--- config.mk ---
export PLATFORM = sky130hd
export DESIGN_NAME = key_event_ctrl
export DESIGN_NICKNAME = d
export VERILOG_FILES = /design/src/rtl/key_event_pkg.sv /design/src/rtl/key_channel.sv /design/src/rtl/key_event_ctrl.sv
export SDC_FILE = /design/constraint.sdc
export NUM_CORES = 1
export LEC_CHECK = 0
export BUFFER_PORTS_ARGS = -buffer_cell sky130_fd_sc_hd__buf_2
export CAP_MARGIN = 20
export CORE_MARGIN = 2
export CORE_UTILIZATION = 30
export CTS_CLUSTER_DIAMETER = 200
export DETAILED_ROUTE_END_ITERATION = 8
export GPL_ROUTABILITY_DRIVEN = 0
export PLACE_DENSITY = 0.52
export SYNTH_ARGS = -nofsm -noshare
export SYNTH_HDL_FRONTEND = slang
export SYNTH_SLANG_ARGS = --single-unit
--- constraint.sdc ---
create_clock -name iCLK -period 2.7 [get_ports iCLK]
set_input_delay 0 -clock iCLK [delete_from_list [all_inputs] [get_ports iCLK]]
set_output_delay 0 -clock iCLK [all_outputs]
set_load 0.1 [all_outputs]
--- src/rtl/key_event_pkg.sv ---
// Shared types, default parameters and width helper for the key event conditioner.
package key_event_pkg;

    typedef enum logic [1:0] {
        ST_IDLE      = 2'd0,
        ST_PRESSED   = 2'd1,
        ST_LONG_HELD = 2'd2
    } key_state_e;

    localparam int unsigned DEF_NUM_KEYS       = 4;
    localparam int unsigned DEF_SAMPLE_DIV     = 4000000;
    localparam int unsigned DEF_STABLE_SAMPLES = 2;
    localparam int unsigned DEF_PULSE_CYCLES   = 16;
    localparam int unsigned DEF_LONG_SAMPLES   = 25;
    localparam int unsigned DEF_ACTIVE_LOW     = 1;

    // Bits needed to hold values 0..num_vals-1, never less than one.
    function automatic int unsigned cnt_width(input int unsigned num_vals);
        return (num_vals < 2) ? 1 : $clog2(num_vals);
    endfunction

endpackage

--- src/rtl/key_channel.sv ---
// One key channel: synchroniser, sample history, press/long FSM and three
// active-low pulse stretchers.
//
//   state        | meaning
//   -------------+----------------------------------------------------------
//   ST_IDLE      | debounced level released, waiting for a press
//   ST_PRESSED   | pressed, counting sample ticks towards a long press
//   ST_LONG_HELD | long press already reported, waiting for the release
module key_channel
    import key_event_pkg::*;
#(
    parameter int unsigned STABLE_SAMPLES = DEF_STABLE_SAMPLES,
    parameter int unsigned PULSE_CYCLES   = DEF_PULSE_CYCLES,
    parameter int unsigned LONG_SAMPLES   = DEF_LONG_SAMPLES,
    parameter int unsigned ACTIVE_LOW     = DEF_ACTIVE_LOW
) (
    input  logic clk_i,
    input  logic rst_ni,
    input  logic key_raw_i,
    input  logic tick_i,
    output logic level_o,
    output logic press_n_o,
    output logic release_n_o,
    output logic long_n_o
);

    localparam int unsigned PW = cnt_width(PULSE_CYCLES + 1);
    localparam int unsigned LW = cnt_width(LONG_SAMPLES + 1);
    localparam logic [PW-1:0] PULSE_LOAD = PW'(PULSE_CYCLES);
    localparam logic [LW-1:0] LONG_LAST  = LW'(LONG_SAMPLES);
    localparam logic RELEASED_RAW = (ACTIVE_LOW != 0);

    logic                      sync1_q, sync2_q;
    logic                      pressed;
    logic [STABLE_SAMPLES-1:0] hist_q, hist_d;
    logic                      level_q, level_d;
    key_state_e                state_q, state_d;
    logic [LW-1:0]             long_q, long_d;
    logic                      fire_press, fire_release, fire_long;
    logic [PW-1:0]             press_cnt_q, release_cnt_q, long_cnt_q;

    function automatic logic [PW-1:0] pulse_next(input logic fire, input logic [PW-1:0] cnt);
        if (fire)
            return PULSE_LOAD;
        return (cnt != '0) ? cnt - 1'b1 : cnt;
    endfunction

    always_comb begin
        pressed = RELEASED_RAW ? ~sync2_q : sync2_q;
        hist_d  = hist_q;
        if (tick_i) begin
            hist_d    = hist_q << 1;
            hist_d[0] = pressed;
        end
        // Level follows the history in the same edge that shifts the new sample in.
        level_d = level_q;
        if (tick_i && ((&hist_d) || (~|hist_d)) && (hist_d[0] != level_q))
            level_d = hist_d[0];
    end

    always_comb begin
        state_d      = state_q;
        long_d       = long_q;
        fire_press   = 1'b0;
        fire_release = 1'b0;
        fire_long    = 1'b0;
        case (state_q)
            ST_IDLE: begin
                if (level_d && !level_q) begin
                    state_d    = ST_PRESSED;
                    fire_press = 1'b1;
                    long_d     = '0;
                end
            end
            ST_PRESSED: begin
                if (!level_d) begin
                    state_d      = ST_IDLE;
                    fire_release = 1'b1;
                end else if (tick_i) begin
                    long_d = long_q + 1'b1;
                    if (long_d == LONG_LAST) begin
                        state_d   = ST_LONG_HELD;
                        fire_long = 1'b1;
                    end
                end
            end
            ST_LONG_HELD: begin
                if (!level_d) begin
                    state_d      = ST_IDLE;
                    fire_release = 1'b1;
                end
            end
            default: state_d = ST_IDLE;
        endcase
    end

    always_ff @(posedge clk_i or negedge rst_ni) begin
        if (!rst_ni) begin
            sync1_q       <= RELEASED_RAW;
            sync2_q       <= RELEASED_RAW;
            hist_q        <= '0;
            level_q       <= 1'b0;
            state_q       <= ST_IDLE;
            long_q        <= '0;
            press_cnt_q   <= '0;
            release_cnt_q <= '0;
            long_cnt_q    <= '0;
        end else begin
            sync1_q       <= key_raw_i;
            sync2_q       <= sync1_q;
            hist_q        <= hist_d;
            level_q       <= level_d;
            state_q       <= state_d;
            long_q        <= long_d;
            press_cnt_q   <= pulse_next(fire_press, press_cnt_q);
            release_cnt_q <= pulse_next(fire_release, release_cnt_q);
            long_cnt_q    <= pulse_next(fire_long, long_cnt_q);
        end
    end

    assign level_o     = level_q;
    assign press_n_o   = (press_cnt_q == '0);
    assign release_n_o = (release_cnt_q == '0);
    assign long_n_o    = (long_cnt_q == '0);

endmodule

--- src/rtl/key_event_ctrl.sv ---
// N-channel push-button conditioner: shared sample prescaler feeding one
// key_channel per key.
module key_event_ctrl
    import key_event_pkg::*;
#(
    parameter int unsigned NUM_KEYS       = DEF_NUM_KEYS,
    parameter int unsigned SAMPLE_DIV     = DEF_SAMPLE_DIV,
    parameter int unsigned STABLE_SAMPLES = DEF_STABLE_SAMPLES,
    parameter int unsigned PULSE_CYCLES   = DEF_PULSE_CYCLES,
    parameter int unsigned LONG_SAMPLES   = DEF_LONG_SAMPLES,
    parameter int unsigned ACTIVE_LOW     = DEF_ACTIVE_LOW
) (
    input  logic                iCLK,
    input  logic                iRST_n,
    input  logic [NUM_KEYS-1:0] iKEY,
    input  logic                iENABLE,
    output logic                oSAMPLE_TICK,
    output logic [NUM_KEYS-1:0] oKEY_LEVEL,
    output logic [NUM_KEYS-1:0] oPRESS_n,
    output logic [NUM_KEYS-1:0] oRELEASE_n,
    output logic [NUM_KEYS-1:0] oLONG_n
);

    localparam int unsigned DW = cnt_width(SAMPLE_DIV);
    localparam logic [DW-1:0] DIV_LAST = DW'(SAMPLE_DIV - 1);

    logic [DW-1:0] div_q, div_d;
    logic          tick_q, tick_d;

    // Disabling freezes the count; the pulse stretchers keep running off iCLK.
    always_comb begin
        div_d  = div_q;
        tick_d = 1'b0;
        if (iENABLE) begin
            tick_d = (div_q == DIV_LAST);
            div_d  = tick_d ? '0 : div_q + 1'b1;
        end
    end

    always_ff @(posedge iCLK or negedge iRST_n) begin
        if (!iRST_n) begin
            div_q  <= '0;
            tick_q <= 1'b0;
        end else begin
            div_q  <= div_d;
            tick_q <= tick_d;
        end
    end

    assign oSAMPLE_TICK = tick_q;

    for (genvar g = 0; g < NUM_KEYS; g++) begin : g_ch
        key_channel #(
            .STABLE_SAMPLES(STABLE_SAMPLES),
            .PULSE_CYCLES  (PULSE_CYCLES),
            .LONG_SAMPLES  (LONG_SAMPLES),
            .ACTIVE_LOW    (ACTIVE_LOW)
        ) u_ch (
            .clk_i      (iCLK),
            .rst_ni     (iRST_n),
            .key_raw_i  (iKEY[g]),
            .tick_i     (tick_q),
            .level_o    (oKEY_LEVEL[g]),
            .press_n_o  (oPRESS_n[g]),
            .release_n_o(oRELEASE_n[g]),
            .long_n_o   (oLONG_n[g])
        );
    end

endmodule

# Yosys cells after proc, flatten, opt, wreduce, memory -nomap -nowiden
# Cells that the tools add are included.
# classes
n_addsub,17
n_reduce_logical,88
n_eq_ne,41
muxes,130
n_bitwise,4
# op_table
cell,n
$mux 5,48
$logic_not 5->1,12
$reduce_bool 5->1,12
$sub 5x1->5 const B,12
$mux 1,49
$mux 2,24
$pmux 5 s2,4
$reduce_and 4->1,8
$reduce_bool 2->1,16
$ne 3x3->1 const B,8
$pmux 2 s3,4
$add 22x1->22 const B,1
$eq 22x22->1 const B,1
$mux 22,1
$add 5x1->5 const B,4
$eq 5x5->1 const B,4
$ne 2x1->1 const B,8
$ne 2x2->1 const B,8
$reduce_or 2->1,8
$logic_and 1x1->1,12
$eq 2x1->1 const B,4
$eq 2x2->1 const B,4
$logic_not 1->1,8
$logic_not 2->1,4
other kinds (4),16
# word_totals
input_bits,7
elab_cells,318
output_inout_bits,17
reg_bits,131

# Longest topological paths before layout
# depth
ltp_word,13
mapped_depth,9
mapped_depth_nobuf,7

# Modules after synthesis
# A second synthesis with hierarchy kept.
# hier_totals
hier_cells,691
area_unflattened_um2,7030.5
# modules_own_cells
mod,area_each_um2,cells_per_inst,seq_area_each_um2,instances
key_channel at g_ch[1].u_ch ...,1447.6,142,653.1,3
key_channel at g_ch[0].u_ch,1493.9,151,653.1,1
key_event_ctrl,1193.6,114,575.6,1

# Least setup slack after synthesis
# Ideal clock, no wire load.
# synth_path
kind,flip-flop to flip-flop
startpoint,"register tick_q, in the netlist oSAMPLE_TICK"
endpoint,register g_ch[3].u_ch.long_cnt_q[2]
required_time_ns,2.551
arrival_time_ns,2.382
slack_ns,0.169
setup_time_ns,0.149
path_buffers,2
stages_incl_launch_ff,8
period_less_slack_ns,2.531
cell_sequence,dfrtp_1 -> buf_2 -> buf_2 -> a21oi_1 -> o2bb2ai_1 -> nand2_1 -> nor4_1 -> nor3_1
# synth_via
elab_chain_cells,11
elab_cells_between_ends,15
classes_between,1 x eq/ne; 7 x mux; 7 x reduce/logical
# synth_lines
element,line_no,source
from (decl),key_event_ctrl.sv:28,"logic tick_q, tick_d;"
from (signal assigned),key_event_ctrl.sv:46,tick_q <= tick_d;
$mux 2,key_channel.sv:51,if (tick_i) begin
$reduce_or 2->1,key_channel.sv:57,if (tick_i && ((&hist_d) || (~|hist_d)) && (hist_d[0] != level_q))
$logic_not 1->1,key_channel.sv:57,
$logic_or 1x1->1,key_channel.sv:57,
$logic_and 1x1->1 (2 in series),key_channel.sv:57,
$mux 1 *,key_channel.sv:57,
via g_ch[3].u_ch.level_d,key_channel.sv:36,"logic level_q, level_d;"
$mux 1 *,key_channel.sv:76,if (!level_d) begin
$mux 1 *,key_channel.sv:67,case (state_q)
$mux 1 *,key_channel.sv:43,if (fire)
$mux 5 or $reduce_bool 2->1 (tied branches),-,
to (signal assigned),key_channel.sv:117,"long_cnt_q <= pulse_next(fire_long, long_cnt_q);"
to (decl),key_channel.sv:40,"logic [PW-1:0] press_cnt_q, release_cnt_q, long_cnt_q;"
# The timed path passes the listed nets; every way through them passes the cells marked *.
# A chain may end at the register's enable or synchronous reset.

# Worst setup path after layout
# layout_path
startpoint,register div_q[14]
endpoint,register div_q[21]
# layout_via
elab_chain_cells,2
elab_cells_between_ends,3
classes_between,1 x add/sub; 1 x eq/ne; 1 x mux
# layout_lines
element,line_no,source
from (decl),key_event_ctrl.sv:27,"logic [DW-1:0] div_q, div_d;"
from (signal assigned),key_event_ctrl.sv:45,div_q <= div_d;
$add 22x1->22 or $eq 22x22->1 (tied branches),"key_event_ctrl.sv:36, key_event_ctrl.sv:35",
$mux 22 *,key_event_ctrl.sv:36,div_d = tick_d ? '0 : div_q + 1'b1;
# Mark *: on every way between the ends. The rest lies on a longest branch, timed or not.

==> impl_metrics.env <==
export IMPL_critical_path_max_stage_delay_ns=0.53
export IMPL_tns_ns=0
export IMPL_clk_latency_ns=0.41
export IMPL_worstPathCellList="or4b_1, or4_4, nor4_4, and2_1, nor2_1"
export IMPL_most_common_layout_cells="dfrtp_1, nor2_1, inv_1"
export IMPL_dieArea_um2=24390
export IMPL_rsz0062_at_grt="false"
export IMPL_route_detailed_drc=0
export IMPL_synth_ff_latch_count=127
export IMPL_final_common_cell="dfrtp_1"
export IMPL_power_share_clock=0.495
export IMPL_yosysTopAreaCellShare=0.4286
export IMPL_seqCellArea_um2=3188
export IMPL_worstMarginPinSlew_ns=0.6988
export IMPL_required_ns=2.99
export IMPL_syn_area_um2=6948
export IMPL_drv_slew=0
export IMPL_synth_ff_type="dfrtp_1"
export IMPL_postSynthAreaPerCell_um2=9.745
export IMPL_async_flop_share=1.000
export IMPL_final_util=0.3494
export IMPL_hold_class="input pin to asynchronous set/reset pin"
export IMPL_vias=4890
export IMPL_row_count=55
export IMPL_max_freq_ghz=0.4363
export IMPL_post_drt_wl_per_cell_um=12.15
export IMPL_power_density_nw_per_um2=537.1
export IMPL_grt_pass1_wl_mm=22.67
export IMPL_crit_arrival_ns=2.58
export IMPL_cts_buffer_depth=2
export IMPL_synth_edf_count=0
export IMPL_crit_family="simple AND/OR/NAND/NOR gates"
export IMPL_dp_hpwl_mm=8.815
export IMPL_clock_root_buffer="clkbuf_16"
export IMPL_die_y_um=156.2
export IMPL_synthesis_nets=765
export IMPL_cts_buffers=17
export IMPL_drv_cap=0
export IMPL_p_leak_uw=0.003737
export IMPL_die_w_um=156.2
export IMPL_ioPinCount=24
export IMPL_period_needed_ns=2.292
export IMPL_slew_headroom=0.5298
export IMPL_synth_warnings=0
export IMPL_drt_iter0_drc=167
export IMPL_pwr_share_seq=0.473
export IMPL_fin_crit_sh=0.8489
export IMPL_status="completed"
export IMPL_worstSetupEndpointType="flop"
export IMPL_nFillCells=2312
export IMPL_fin_area_um2=7934
export IMPL_power_switching_uw=930.8
export IMPL_dr_pass1_iters=4
export IMPL_cts_max_level=4
export IMPL_grt_pass1_vias=4850
export IMPL_synthCells=713
export IMPL_grt_ovfl_total=0
export IMPL_fin_nets=796
export IMPL_stdcell_count=1040
export IMPL_clk_pin_slew_ns=0.06
export IMPL_drive_gt1_frac=0.1099
export IMPL_wirelength_mm=12.63
export IMPL_dp_cells=1004
export IMPL_worst_path_buf_inv=0
export IMPL_port_buffers=23
export IMPL_viasPerCell=4.702
export IMPL_yosysUniqueCellTypes=63
export IMPL_path_max_fanout=9
export IMPL_area_growth_pct=14.19
export IMPL_grt_max_degree=64
export IMPL_ctsResizeCount=0
export IMPL_multiInputGateArea_um2=3388
export IMPL_fin_hold_ws_ns=0.1260
export IMPL_track_usage=0.1140
export IMPL_critPathLaunchType="flop"
export IMPL_core_um2=22710
export IMPL_cpMaxStageDelayCell="or4b_1"
export IMPL_critical_path_class="flop to flop"
export IMPL_antenna_found_initial=0
export IMPL_finalSetupViolCount=0
export IMPL_sw_frac_of_total=0.2184
export IMPL_cts_sinks=127
export IMPL_combPwrFrac=0.032
export IMPL_initial_core_util=0.3060
export IMPL_synth_area_leader_cell="dfrtp_1"
export IMPL_tritoncts="built"
export IMPL_ant_nets=0
export IMPL_vdd_drop_max_uv=496.1
export IMPL_ys_top_cells_by_area="dfrtp_1, ha_1, xnor2_1"
export IMPL_finalHoldViolCount=0
export IMPL_dpl_instance_area_um2=7332
export IMPL_skew_ns=0.006641
export IMPL_diodes=0
export IMPL_synth_seq_area_share=0.4589
export IMPL_p_int_uw=3330
-- per-layer routing --
layer,vias to the layer above,part of all wire,GRT usage,routed length [um]
met5,-,0,0,0
met4,0,0.016,0.04849,206
met3,14,0.025,0.02694,322
met2,37,0.45,0.1799,5622
met1,2315,0.51,0.1499,6482
li1,2524,-,-,-
-- power by group through the flow --
| stage | Sequential [uW] | Combinational, uW | Clock, uW |
|---|---|---|---|
| floorplan | 2030 | 72.7 | 0 |
| global placement | 2050 | 135 | 0 |
| detailed placement | 2050 | 134 | 0 |
| CTS | 2010 | 143 | 2190 |
| global route | 2020 | 163 | 2280 |
| finish | 2010 | 136 | 2110 |
-- flip-flops by register name (all words and copies together), names as in the netlist --
name                     cells
g_ch.u_ch.level_o            4
g_ch.u_ch.sync2_q            4
g_ch.u_ch.hist_q             4
oSAMPLE_TICK                 1
g_ch.u_ch.release_cnt_q     20
g_ch.u_ch.long_cnt_q        20
g_ch.u_ch.sync1_q            4
g_ch.u_ch.long_q            20
g_ch.u_ch.state_q            8
g_ch.u_ch.press_cnt_q       20
div_q                       22
-- per-stage QoR --
step           power [uW]  setup slack, ns
6_report             4261           0.4078
5_1_grt              4463           0.2764
4_1_cts              4343           0.3849
3_5_place_dp         2181           0.4038
3_3_place_gp         2183           0.4077
2_1_floorplan        2103           0.1691
-- final cells by class --
cell class	count	share of cell area
Sequential cell	127	0.4018
Multi-Input combinational cell	506	0.4271
Tap cell	285	0.04495
Clock inverter	6	0.007570
Timing Repair Buffer	40	0.03328
Clock buffer	24	0.06072
Inverter	52	0.02460
-- what timing repair did --
action                    in CTS  in global routing
hold endpoints to repair      68                  0
hold buffers                   6                  0
buffers inserted               0                  0
-- worst paths after layout --
check / slack, ns / depth (start not counted) / from / end
worst min register to register: 0.35 / 0 / g_ch[2].u_ch.sync1_q / g_ch[2].u_ch.sync2_q
max in group asynchronous: 1.77 / 3 / iRST_n / g_ch[3].u_ch.sync2_q
min in group iCLK: 0.23 / 2 / iKEY[1] / g_ch[1].u_ch.sync1_q
worst min-delay path: 0.13 / 2 / iRST_n / div_q[2]
worst max-delay path: 0.41 / 5 / div_q[14] / div_q[21]
worst max register to register: 0.41 / 5 / div_q[14] / div_q[21]
-- Yosys cell counts (all sizes together), types with 3 or more instances --
| master | count |
|---|---|
| a21o | 6 |
| a211o | 12 |
| mux2i | 3 |
| a31oi | 5 |
| o21ai | 20 |
| dfrtp | 119 |
| nand3 | 25 |
| or2 | 4 |
| nor2 | 83 |
| o2bb2ai | 3 |
| xor2 | 14 |
| or4 | 4 |
| a22o | 6 |
| o21a | 5 |
| nand2b | 9 |
| and3 | 3 |
| buf | 21 |
| clkbuf | 7 |
| nor4b | 15 |
| dfstp | 8 |
| nand4 | 5 |
| inv | 52 |
| or3 | 6 |
| nor3b | 8 |
| nor4 | 15 |
| nor3 | 33 |
| and2 | 6 |
| o31ai | 3 |
| xnor2 | 43 |
| ha | 45 |
| a21oi | 34 |
| nor2b | 10 |
| nand2 | 50 |
-- worst reg2reg max path: stages, from the launching register on --
cell and delay [ns]:
dfrtp_1 0.42, or4b_1 0.53, or4_4 0.53, nor4_4 0.22
and2_1 0.38, nor2_1 0.09
-- cells by family (layout without fill, tap and decap cells) --
| family | Yosys count | after routing | synth area share |
|---|---|---|---|
| and+or+nand+nor | 284 | 284 | 0.2170 |
| DFF | 127 | 127 | 0.4589 |
| AOI/OAI and AO/OA | 115 | 115 | 0.1106 |
| buffers and inverters | 80 | 122 | 0.05349 |
| xor gates and xnor gates | 57 | 57 | 0.07185 |
| adders and majority gates | 47 | 47 | 0.08392 |
| muxes | 3 | 3 | 0.004322 |
No activity file was read; power rests on OpenSTA's default activity.
